===== config.mk =====
export PLATFORM = sky130hd
export DESIGN_NAME = bulk_in_scheduler
export DESIGN_NICKNAME = d
export VERILOG_FILES = /design/src/rtl/usb_defs.sv /design/src/rtl/bulk_in_scheduler_flush_ager.sv /design/src/rtl/bulk_in_scheduler.sv
export SDC_FILE = /design/constraint.sdc
export NUM_CORES = 1
export LEC_CHECK = 0
export BUFFER_PORTS_ARGS = -buffer_cell sky130_fd_sc_hd__buf_2
export CAP_MARGIN = 10
export CORE_ASPECT_RATIO = 1.4
export CORE_MARGIN = 5
export CORE_UTILIZATION = 59
export DETAILED_ROUTE_END_ITERATION = 6
export GPL_TIMING_DRIVEN = 0
export PLACE_DENSITY = 0.95
export SLEW_MARGIN = 15
export SYNTH_ARGS = -nofsm -noshare
export SYNTH_HDL_FRONTEND = slang
export SYNTH_SLANG_ARGS = --single-unit

===== constraint.sdc =====
create_clock -name clock -period 8.4 [get_ports clock]
set_input_delay 0.84 -clock clock [delete_from_list [all_inputs] [get_ports clock]]
set_output_delay 0.84 -clock clock [all_outputs]
set_load 0.1 [all_outputs]

===== src/rtl/usb_defs.sv =====
// Shared USB constants and the bulk-IN scheduler state encoding.
// The helper maps the current bus speed onto the bulk-IN packet size.
package usb_defs;

  localparam int BLK_PKT_HS = 512;
  localparam int BLK_PKT_FS = 64;

  // Packet length and byte counter width; wide enough for a full HS packet.
  localparam int PKT_W = 10;

  typedef enum logic [1:0] {
    ST_IDLE = 2'd0,
    ST_XFER = 2'd1,
    ST_DONE = 2'd2
  } blk_state_e;

  function automatic logic [PKT_W-1:0] pkt_size(input logic hs);
    return hs ? PKT_W'(BLK_PKT_HS) : PKT_W'(BLK_PKT_FS);
  endfunction

endpackage


===== src/rtl/bulk_in_scheduler_flush_ager.sv =====
// Per-source flush ager: counts SOF ticks while a source holds a partial packet
// and flags the source eligible when it has a full packet or has waited long enough.
module flush_ager
  import usb_defs::*;
#(
  parameter int LEVEL_BITS = 11,
  parameter int FLUSH_SOFS = 8
) (
  input  logic                  clock,
  input  logic                  reset,
  input  logic                  i_configured,
  input  logic                  i_sof_tick,
  input  logic                  i_clear,
  input  logic [LEVEL_BITS-1:0] i_level,
  input  logic [PKT_W-1:0]      i_pkt,
  output logic                  o_elig
);

  logic [7:0] r_age;
  logic       w_nonzero;
  logic       w_full;
  logic       w_partial;

  assign w_nonzero = |i_level;
  assign w_full    = 32'(i_level) >= 32'(i_pkt);
  assign w_partial = w_nonzero && !w_full;

  // A DONE clear beats a coincident SOF tick.
  always_ff @(posedge clock or posedge reset) begin
    if (reset) begin
      r_age <= '0;
    end else if (i_clear || !w_partial) begin
      r_age <= '0;
    end else if (i_sof_tick && (r_age != 8'hFF)) begin
      r_age <= r_age + 8'd1;
    end
  end

  assign o_elig = i_configured &&
                  (w_full || (w_nonzero && (r_age >= 8'(FLUSH_SOFS))));

endmodule


===== src/rtl/bulk_in_scheduler.sv =====
// Round-robin bulk-IN scheduler: shares the bridge's single bulk-IN stream
// between a loop-back FIFO (A) and a telemetry stream (B), one packet per grant.
module bulk_in_scheduler
  import usb_defs::*;
#(
  parameter logic [3:0] ENDPOINT   = 4'd1,
  parameter int         LEVEL_BITS = 11,
  parameter int         FLUSH_SOFS = 8
) (
  input  logic                  clock,
  input  logic                  reset,
  input  logic                  configured_i,
  input  logic                  usb_hs_i,
  input  logic                  usb_sof_i,
  input  logic                  blk_start_i,
  input  logic                  blk_cycle_i,
  input  logic [3:0]            blk_endpt_i,
  output logic                  blk_in_ready_o,
  output logic [1:0]            grant_o,
  input  logic [LEVEL_BITS-1:0] a_level_i,
  input  logic                  a_tvalid,
  input  logic                  a_tlast,
  input  logic [7:0]            a_tdata,
  output logic                  a_tready,
  input  logic [LEVEL_BITS-1:0] b_level_i,
  input  logic                  b_tvalid,
  input  logic                  b_tlast,
  input  logic [7:0]            b_tdata,
  output logic                  b_tready,
  output logic                  m_tvalid,
  output logic                  m_tlast,
  output logic                  m_tkeep,
  output logic [7:0]            m_tdata,
  input  logic                  m_tready
);

  blk_state_e r_state;
  blk_state_e w_next;

  logic                  r_sof_d;
  logic                  r_ready;
  logic                  r_last_b;
  logic                  r_sel_b;
  logic [PKT_W-1:0]      r_len;
  logic [PKT_W-1:0]      r_count;

  logic                  w_sof_tick;
  logic [PKT_W-1:0]      w_pkt;
  logic                  w_elig_a;
  logic                  w_elig_b;
  logic                  w_grant_ok;
  logic                  w_pick_b;
  logic [LEVEL_BITS-1:0] w_level_sel;
  logic [PKT_W-1:0]      w_len_grant;
  logic                  w_src_tvalid;
  logic                  w_src_tlast;
  logic [7:0]            w_src_tdata;
  logic                  w_tlast;
  logic                  w_hs;
  logic                  w_clear_a;
  logic                  w_clear_b;

  assign w_sof_tick = usb_sof_i && !r_sof_d;
  assign w_pkt      = pkt_size(usb_hs_i);
  assign w_clear_a  = (r_state == ST_DONE) && !r_sel_b;
  assign w_clear_b  = (r_state == ST_DONE) &&  r_sel_b;

  flush_ager #(.LEVEL_BITS(LEVEL_BITS), .FLUSH_SOFS(FLUSH_SOFS)) u_ager_a (
    .clock        (clock),
    .reset        (reset),
    .i_configured (configured_i),
    .i_sof_tick   (w_sof_tick),
    .i_clear      (w_clear_a),
    .i_level      (a_level_i),
    .i_pkt        (w_pkt),
    .o_elig       (w_elig_a)
  );

  flush_ager #(.LEVEL_BITS(LEVEL_BITS), .FLUSH_SOFS(FLUSH_SOFS)) u_ager_b (
    .clock        (clock),
    .reset        (reset),
    .i_configured (configured_i),
    .i_sof_tick   (w_sof_tick),
    .i_clear      (w_clear_b),
    .i_level      (b_level_i),
    .i_pkt        (w_pkt),
    .o_elig       (w_elig_b)
  );

  // On a tie the source that was not served last wins.
  assign w_pick_b    = w_elig_b && (!w_elig_a || !r_last_b);
  assign w_grant_ok  = blk_start_i && (blk_endpt_i == ENDPOINT) && (w_elig_a || w_elig_b);
  assign w_level_sel = w_pick_b ? b_level_i : a_level_i;
  assign w_len_grant = (32'(w_level_sel) >= 32'(w_pkt)) ? w_pkt : w_level_sel[PKT_W-1:0];

  assign w_src_tvalid = r_sel_b ? b_tvalid : a_tvalid;
  assign w_src_tlast  = r_sel_b ? b_tlast  : a_tlast;
  assign w_src_tdata  = r_sel_b ? b_tdata  : a_tdata;
  assign w_tlast      = w_src_tlast || (r_count == (r_len - PKT_W'(1)));
  assign w_hs         = (r_state == ST_XFER) && w_src_tvalid && m_tready;

  // NOTE: sequential state uses non-blocking assignments so every flop sees pre-edge values.
  always_ff @(posedge clock or posedge reset) begin
    if (reset) begin
      r_state <= ST_IDLE;
    end else begin
      r_state <= w_next;
    end
  end

  always_comb begin
    w_next = r_state;
    unique case (r_state)
      ST_IDLE: if (w_grant_ok) w_next = ST_XFER;
      ST_XFER: begin
        if (!blk_cycle_i)          w_next = ST_IDLE;
        else if (w_hs && w_tlast)  w_next = ST_DONE;
      end
      ST_DONE: if (!blk_cycle_i) w_next = ST_IDLE;
      default: w_next = ST_IDLE;
    endcase
  end

  // NOTE: every output gets a default first so no path through this block infers a latch.
  always_comb begin
    blk_in_ready_o = 1'b0;
    grant_o        = 2'b00;
    m_tvalid       = 1'b0;
    m_tlast        = 1'b0;
    m_tkeep        = 1'b0;
    m_tdata        = 8'h00;
    a_tready       = 1'b0;
    b_tready       = 1'b0;
    unique case (r_state)
      ST_IDLE: blk_in_ready_o = r_ready;
      ST_XFER: begin
        grant_o  = r_sel_b ? 2'b10 : 2'b01;
        m_tvalid = w_src_tvalid;
        m_tkeep  = w_src_tvalid;
        m_tdata  = w_src_tdata;
        m_tlast  = w_tlast;
        a_tready = !r_sel_b && m_tready;
        b_tready =  r_sel_b && m_tready;
      end
      ST_DONE: grant_o = r_sel_b ? 2'b10 : 2'b01;
      default: ;
    endcase
  end

  // Pointer starts at B so that A wins the first tie; an abort leaves it untouched.
  always_ff @(posedge clock or posedge reset) begin
    if (reset) begin
      r_sof_d  <= 1'b0;
      r_ready  <= 1'b0;
      r_last_b <= 1'b1;
      r_sel_b  <= 1'b0;
      r_len    <= '0;
      r_count  <= '0;
    end else begin
      r_sof_d <= usb_sof_i;
      r_ready <= w_elig_a || w_elig_b;
      if ((r_state == ST_IDLE) && w_grant_ok) begin
        r_sel_b <= w_pick_b;
        r_len   <= w_len_grant;
        r_count <= '0;
      end else if (w_hs) begin
        r_count <= r_count + PKT_W'(1);
      end
      if (r_state == ST_DONE) begin
        r_last_b <= r_sel_b;
      end
    end
  end

endmodule


Yosys cells after proc, flatten, opt, wreduce, memory -nomap -nowiden
Index checks and enable logic that the tools add are counted.
{ "totals": {"ff_bits": 42, "input_bits": 54, "out_inout_bits": 16, "elab_cells": 95} }
{ "op_classes": {"addsub": 4, "magnitude_cmp": 5, "n_eq_ne": 9, "n_mux": 25, "reduce_logical": 43} }
{ "ops": {"columns": ["operator", "count"], "rows": [
  ["8-bit two-way mux", 6],
  ["10-bit two-way mux", 4],
  ["11-bit by 10-bit >= comparator with 1-bit output", 3],
  ["11-bit OR reduction", 2],
  ["1-bit logical AND", 20],
  ["8-bit by 1-bit adder with 8-bit output (second input constant)", 2],
  ["8-bit by 4-bit >= comparator with 1-bit output (second input constant)", 2],
  ["8-bit != test (second input constant)", 2],
  ["2-bit two-way mux", 6],
  ["11-bit two-way mux", 1],
  ["10-bit by 1-bit adder with 10-bit output (second input constant)", 1],
  ["10-bit equality test", 1],
  ["10-bit by 1-bit subtractor with 10-bit output (second input constant)", 1],
  ["1-bit logical NOT", 8],
  ["1-bit logical OR", 7],
  ["1-bit two-way mux", 7],
  ["2-bit case mux with 3 select lines", 1],
  ["2-bit nonzero test", 3],
  ["4-bit by 1-bit equality test with 1-bit output (second input constant)", 1],
  ["2-bit != test (second input constant)", 2],
  ["3-bit by 2-bit != test with 1-bit output (second input constant)", 1],
  ["3-bit AND reduction", 1],
  ["2-bit by 1-bit equality test with 1-bit output (second input constant)", 1],
  ["2-bit equality test (second input constant)", 1],
  ["2 further kinds", 2]
]} }

Longest topological paths before layout
Gate-level depths: netlist of the first run.
{ "depth": {"depth_word": 10, "depth_mapped": 14, "ltp_nobuf": 14} }

Hierarchy
A second synthesis of the first run with hierarchy kept.
{ "unflattened": {"cells_unflattened": 406, "area_unflattened_um2": 3500.9} }
{ "modules_own_cells": {"columns": ["module", "instances", "cells_per_inst", "area_each_um2", "seq_area_each_um2"], "rows": [
  ["bulk_in_scheduler", 1, 228, 1996.9, 651.9],
  ["flush_ager", 2, 89, 752.0, 200.2]
]} }

Worst setup path after synthesis of the first run
OpenSTA, ideal clock, no wires.
{ "synth_path": {"path_kind": "flip-flop to output port", "startpoint": "reg r_len[0]", "endpoint": "out m_tlast", "t_arrival_ns": 4.379, "required_ns": 7.560, "slack_ns": 3.181, "stages_incl_launch_ff": 8, "path_buffers": 0, "cell_sequence": "dfrtp_1 -> inv_1 -> ha_1 -> or3b_4 -> or4_4 -> a2111oi_4 -> o211ai_2 -> a211oi_1"} }
{ "synth_between": {"elab_chain_len": 4} }
{ "synth_rtl": {"columns": ["element", "line_no", "rtl"], "rows": [
  ["start: declaration", "bulk_in_scheduler.sv:44", "logic [PKT_W-1:0] r_len;"],
  ["start signal: assignment", "bulk_in_scheduler.sv:164", "r_len <= w_len_grant;"],
  ["10-bit by 1-bit subtractor with 10-bit output", "bulk_in_scheduler.sv:99", "assign w_tlast = w_src_tlast || (r_count == (r_len - PKT_W'(1)));"],
  ["10-bit equality test", "bulk_in_scheduler.sv:99", null],
  ["1-bit logical OR", "bulk_in_scheduler.sv:99", null],
  ["1-bit two-way mux", "bulk_in_scheduler.sv:134", "unique case (r_state)"],
  ["end: declaration", "bulk_in_scheduler.sv:31", "output logic m_tlast,"]
]} }
Every way passes these cells.

Final worst setup path of the first run
{ "layout_path": {"startpoint": "in usb_hs_i", "endpoint": "reg r_len[3]"} }
{ "layout_between": {"elab_chain_len": 10, "word_cells_on_any_way": 16, "classes_between": "3 x order compare; 3 x mux; 10 x reduce/logical"} }
{ "layout_rtl": {"columns": ["element", "line_no", "rtl"], "rows": [
  ["start: declaration", "bulk_in_scheduler.sv:13", "input logic usb_hs_i,"],
  ["10-bit two-way mux *", "usb_defs.sv:18", "return hs ? PKT_W'(BLK_PKT_HS) : PKT_W'(BLK_PKT_FS);"],
  ["11-bit by 10-bit >= comparator with 1-bit output", "bulk_in_scheduler_flush_ager.sv:25", "assign w_full = 32'(i_level) >= 32'(i_pkt);"],
  ["1-bit logical OR", "bulk_in_scheduler_flush_ager.sv:40", "(w_full || (w_nonzero && (r_age >= 8'(FLUSH_SOFS))));"],
  ["1-bit logical AND", "bulk_in_scheduler_flush_ager.sv:39", "assign o_elig = i_configured &&"],
  ["1-bit logical NOT", "bulk_in_scheduler.sv:91", "assign w_pick_b = w_elig_b && (!w_elig_a || !r_last_b);"],
  ["1-bit logical OR", "bulk_in_scheduler.sv:91", null],
  ["1-bit logical AND", "bulk_in_scheduler.sv:91", null],
  ["11-bit two-way mux", "bulk_in_scheduler.sv:93", "assign w_level_sel = w_pick_b ? b_level_i : a_level_i;"],
  ["11-bit by 10-bit >= comparator with 1-bit output", "bulk_in_scheduler.sv:94", "assign w_len_grant = (32'(w_level_sel) >= 32'(w_pkt)) ? w_pkt : w_level_sel[PKT_W-1:0];"],
  ["10-bit two-way mux", "bulk_in_scheduler.sv:94", null]
]} }
Every way passes the cells marked *; elsewhere a longest branch is shown, timed or not.
A chain may end at the register's enable or synchronous reset.

==> run summary, run 1 <==
synthesized flop and latch total: 42
post-route cell area: 0.00355 sq mm
Final Critical Period: 4.49 ns
nets: 482
reg2reg end: r_len[3]
area occupied by multi-input gates: 0.00185 sq mm
Distinct cells, synth: 53
delay of the slowest critical-path stage: 0.43 ns
HPWL Detailed: 6.27 mm
Num CTS Buffers: 5
outcome: completed
Iter 0 DRT Violations: 192
Synth warnings: 0
final WL: 7.78 mm
Max Root-Sink Buffers: 2
Final Hold Viols: 0
DR vias: 2,879
core area: 0.00492 sq mm
Final Cycle Share: 53.4%
DRC: 0
Setup TNS Final: 0 ns
reg2reg path depth: 11
commonest cells in the netlist: nor2_1 (42), dfrtp_1 (41), nand2_1 (32)
Resize count post-CTS: 0
P per Cell Area: 215 mW/mm^2
total die area: 0.00665 sq mm
Port Buffers: 69
initial core utilization: 61.2%
DRT Pass-1 Iters: 5
Post-synth ARST share: 100%
Synth area leaders: dfrtp_1 (34%), mux2i_1 (7.0%), ha_1 (6.2%), nor2_1 (5.2%), xor2_1 (5.0%)
fin util: 72.2%
global-route wire length before repair: 13.2 mm
TritonCTS clock tree: yes
Slew Limit Headroom: 46.3%
Tot Pwr: 0.763 mW
Hold Path Class: in -> async
RePlAce Congestion: 0.912
diode count: 0
total gr overflow: 0
CP Launch Type: input port
Worst-Skew Late Latency: 0.30 ns
Post CTS Setup Buffer Count: 0
data required time of the worst path: 8.61 ns
max frequency: 223 MHz
most frequent cell after synthesis: nor2_1
Yosys top cell by area: dfrtp_1
sequential area share after synthesis: 35.0%
clk sink count: 42
worst slew pin tran: 0.798 ns
Setup CP Type: in -> reg
Total Routing Usage GR: 24.4%
Mapped Cells: 336
layout cells sized above 1: 23.2%
CP startpoint: usb_hs_i
CTS hold repair buffers: 0
site row count: 30
initial antenna violation count: 0
VDD IR max: 0.000110 V
vias in the first global route: 2,926
R2R Setup Slk: 4.74 ns
CP cell instances: buf_2, inv_1, ha_1, or3b_2, a211oi_1, o221ai_1, o211ai_2, mux2_2, ha_1, nand2_1, o21ai_0, mux2i_1, nand3_1, o21ai_0
IO Pins: 70
Maximum Capacitance Violations: 0
WL/cell: 16.3 microns
Placement Cell Area: 0.00346 sq mm
FF/Latch Area: 0.00105 sq mm
Layout area overhead: 18.1%
die height: 94.5 microns
max-slew violations: 0
clock skew: 0.00713 ns
ys flop type: dfrtp_1
slowest CP cell: or3b_2
critical path endpoint category: register
Fillers: 374
via density per instance: 6.02
top-area cell type share of the netlist area: 34.1%
Post-synth EDFFs: 0
Mapped Area: 0.00301 sq mm
Setup Viol. Count Final: 0
RR Startpoint: u_ager_b.r_age[4]
width of the die: 70.3 microns
Mapped Nets: 405
leakage power: 1.64 nW
mean area per synthesized cell: 8.95 sq um
critical-path maximum fanout: 8
CTS clk-pin slew, worst paths: 0.08 ns
RSZ-0062 raised after global routing: false
post-detailed-route count of antenna-violating nets: 0
WHS: 0.536 ns
largest net degree at the start of global routing: 26
CTS H-tree lvls: 2
WP data arrival: 4.70 ns
Worst setup endpoint: r_len[3]
clock root buffer: clkbuf_8
[layout by cell type (no fill, tap or decap), drive strengths merged, types with 2 or more instances in the layout]
| cell | n |
|---|---|
| dfrtp | 41 |
| buf | 72 |
| or3b | 3 |
| nand4 | 12 |
| o221ai | 3 |
| ha | 15 |
| a211oi | 4 |
| nor4 | 6 |
| xor2 | 17 |
| o211ai | 7 |
| o21a | 3 |
| a2bb2oi | 3 |
| clkbuf | 12 |
| o22ai | 2 |
| mux2i | 21 |
| and3 | 7 |
| and4b | 3 |
| a2111oi | 2 |
| or3 | 6 |
| clkinv | 2 |
| nor2 | 42 |
| o21ai | 19 |
| and2 | 4 |
| o221a | 2 |
| or4 | 3 |
| nand3 | 8 |
| inv | 18 |
| o31ai | 2 |
| nand2 | 32 |
| xnor2 | 13 |
| nor3 | 5 |
| a21oi | 11 |
[routing by layer]
| metal | up-vias | global-route usage, % | part of all wire [%] |
|---|---|---|---|
| met4 | 0 | 10.4 | 2.4 |
| met3 | 23 | 4.69 | 7.7 |
| met1 | 1361 | 26.8 | 36 |
| met2 | 126 | 45.3 | 54 |
| li1 | 1369 | - | - |
| met5 | - | 0 | 0 |
[sequential cells by signal, summed over array words and instances, names as in the netlist]
| signal | cells |
|---|---|
| r_count | 10 |
| r_last_b | 1 |
| r_len | 10 |
| r_ready | 1 |
| r_sel_b | 1 |
| r_sof_d | 1 |
| r_state | 2 |
| u_ager_a.r_age | 8 |
| u_ager_b.r_age | 8 |
[cells by family after synthesis]
kind of cell	Yosys count	share of synthesized area, %
XOR/XNOR	30	8.74
AO/OA/AOI/OAI	66	16.9
buffers and inverters	26	3.37
adder cells (fa/ha/maj)	15	6.24
multiplexers	22	7.36
AND/OR/NAND/NOR	135	22.4
flip-flops	42	35.0
[report_power, final]
part	switching (mW)	internal [mW]	leakage [nW]	total, mW
Combinational	0.272	0.113	1.03	0.385
Clock	0.0678	0.0663	0.0482	0.134
Sequential	0.0224	0.221	0.566	0.243
[through the flow]
stage                     setup WS (ns)  cells
after floorplan                    3.18    336
after global placement             3.91    469
after detailed placement           3.73    470
after CTS                          4.00    478
after global routing               3.53    478
final                              3.91    478
[worst min-delay path by stage]
stage	from	end	slack (ns)	cells past startpoint
4_1_cts	reset	u_ager_b.r_age[1]	0.55	2
3_5_place_dp	r_last_b	r_last_b	0.54	2
3_3_place_gp	r_last_b	r_last_b	0.52	2
5_1_grt	reset	u_ager_b.r_age[0]	0.56	2
6_report	reset	u_ager_b.r_age[1]	0.54	2
2_1_floorplan	r_len[7]	r_len[7]	0.49	2
[critical path, delay by kind of cell]
| family | cells | cell delay, ns |
|---|---|---|
| buffers and inverters | 2 | 0.32 |
| AO/OA/AOI/OAI | 5 | 1.40 |
| multiplexers | 2 | 0.80 |
| AND/OR/NAND/NOR | 3 | 0.84 |
| adder cells (fa/ha/maj) | 2 | 0.50 |
[cell type report]
cell class,count,area share (%)
Tap cell,64,2.25
Timing Repair Buffer,70,10.5
Sequential cell,42,29.6
Multi-Input combinational cell,268,52.2
Clock buffer,7,2.43
Inverter,19,2.01
Clock inverter,1,0.141
Buffer,7,0.845
(Power assumes the default switching activity.)
==> inputs of run 2 (changes only) <==
CORE_UTILIZATION = 49   (was 59)
PLACE_DENSITY = 0.88   (was 0.95)
clock period = 4.09 ns   (was 8.4 ns; I/O delays follow)
==> run summary, run 2 (synthesized netlist as in run 1, its figures left out) <==
max-slew violations: 0
nets: 482
core area: 0.00590 sq mm
final WL: 7.67 mm
max frequency: 260 MHz
vias in the first global route: 2,895
Iter 0 DRT Violations: 140
Final Critical Period: 3.85 ns
HPWL Detailed: 6.05 mm
layout cells sized above 1: 24.2%
global-route wire length before repair: 12.8 mm
Max Root-Sink Buffers: 2
critical-path maximum fanout: 8
clk sink count: 42
diode count: 0
via density per instance: 5.86
Total Routing Usage GR: 19.6%
Post CTS Setup Buffer Count: 0
data required time of the worst path: 4.30 ns
CP startpoint: usb_hs_i
DR vias: 2,838
Hold Path Class: in -> async
die height: 103 microns
critical path endpoint category: register
CP Launch Type: input port
CTS hold repair buffers: 0
leakage power: 1.66 nW
initial antenna violation count: 0
total die area: 0.00783 sq mm
Num CTS Buffers: 5
total gr overflow: 0
Setup Viol. Count Final: 0
clock root buffer: clkbuf_8
fin util: 61.3%
TritonCTS clock tree: yes
RR Startpoint: u_ager_b.r_age[4]
Slew Limit Headroom: 45.5%
Setup CP Type: in -> reg
Final Cycle Share: 94.1%
most frequent cells in the layout: buf_2 (69), nor2_1 (42), dfrtp_1 (41), nand2_1 (32), mux2i_1 (20)
commonest non-fill, non-tap cell in the layout: buf_2
Final Hold Viols: 0
Layout area overhead: 20.4%
RePlAce Congestion: 0.895
IO Pins: 70
top flop regs: r_count x10, r_len x10
VDD IR max: 0.000263 V
Port Buffers: 69
post-detailed-route count of antenna-violating nets: 0
WHS: 0.0235 ns
initial core utilization: 50.9%
width of the die: 76.2 microns
CTS clk-pin slew, worst paths: 0.08 ns
final worst slack: 0.243 ns
DRT Pass-1 Iters: 5
WP data arrival: 4.05 ns
worst slew pin tran: 0.809 ns
site row count: 33
Maximum Capacitance Violations: 0
largest net degree at the start of global routing: 34
Resize count post-CTS: 0
DRC: 0
clock skew: 0.00388 ns
WL/cell: 15.8 microns
P per Cell Area: 469 mW/mm^2
pre-CTS setup slack: -0.0818 ns
outcome: completed
CTS H-tree lvls: 2
Worst-Skew Late Latency: 0.29 ns
[run 2: final cells by class]
type,instances,area (sq um)
fill,508,2280
inverter,19,71.3
buffer,7,30.0
sequential,42,1050
tap,70,87.6
clock inverter,3,68.8
multi-input combinational,268,1880
timing repair buffer,70,365
clock buffer,5,68.8
[run 2: metal layers]
layer	track usage [%]	vias to the layer above	wire [microns]
li1	-	1370	-
met1	22.8	1345	3060
met2	35.0	99	3960
met3	3.76	24	463
met4	8.88	0	193
met5	0	-	0
[run 2: per-stage QoR]
step	instance area [sq um]	setup TNS [ns]	power, mW	std cells
6_report	3620	0	1.70	484
5_1_grt	3620	-0.00951	1.78	484
4_1_cts	3600	0	1.70	484
3_5_place_dp	3470	-0.457	1.30	476
3_3_place_gp	3450	0	1.27	475
2_1_floorplan	3010	0	1.15	336
[run 2: path summary, 6_finish.rpt]
path | depth (start not counted) | to | slack (ns)
setup / recovery | 14 | r_len[2] | 0.24
hold / removal | 2 | u_ager_b.r_age[2] | 0.02
setup reg to reg | 11 | r_len[2] | 0.63
hold reg to reg | 2 | r_len[7] | 0.55
max in group asynchronous | 3 | r_last_b | 3.56
min in group clock | 1 | r_sof_d | 0.23
[run 2: worst max-delay path: stages]
cell	delay, ns
buf_2	0.11
inv_1	0.21
ha_1	0.20
or3b_2	0.43
a211oi_1	0.45
o221ai_2	0.27
o211ai_4	0.25
mux2_2	0.41
ha_1	0.31
nand2_1	0.09
o21ai_0	0.11
mux2i_2	0.28
nand3_1	0.26
o21ai_0	0.26
[run 2: where the power goes]
part	leakage (nW)	switching, mW	internal [mW]	total [mW]
Clock	0.0683	0.150	0.245	0.395
Sequential	0.566	0.0428	0.453	0.496
Combinational	1.02	0.573	0.235	0.807
Total	1.66	0.766	0.933	1.70
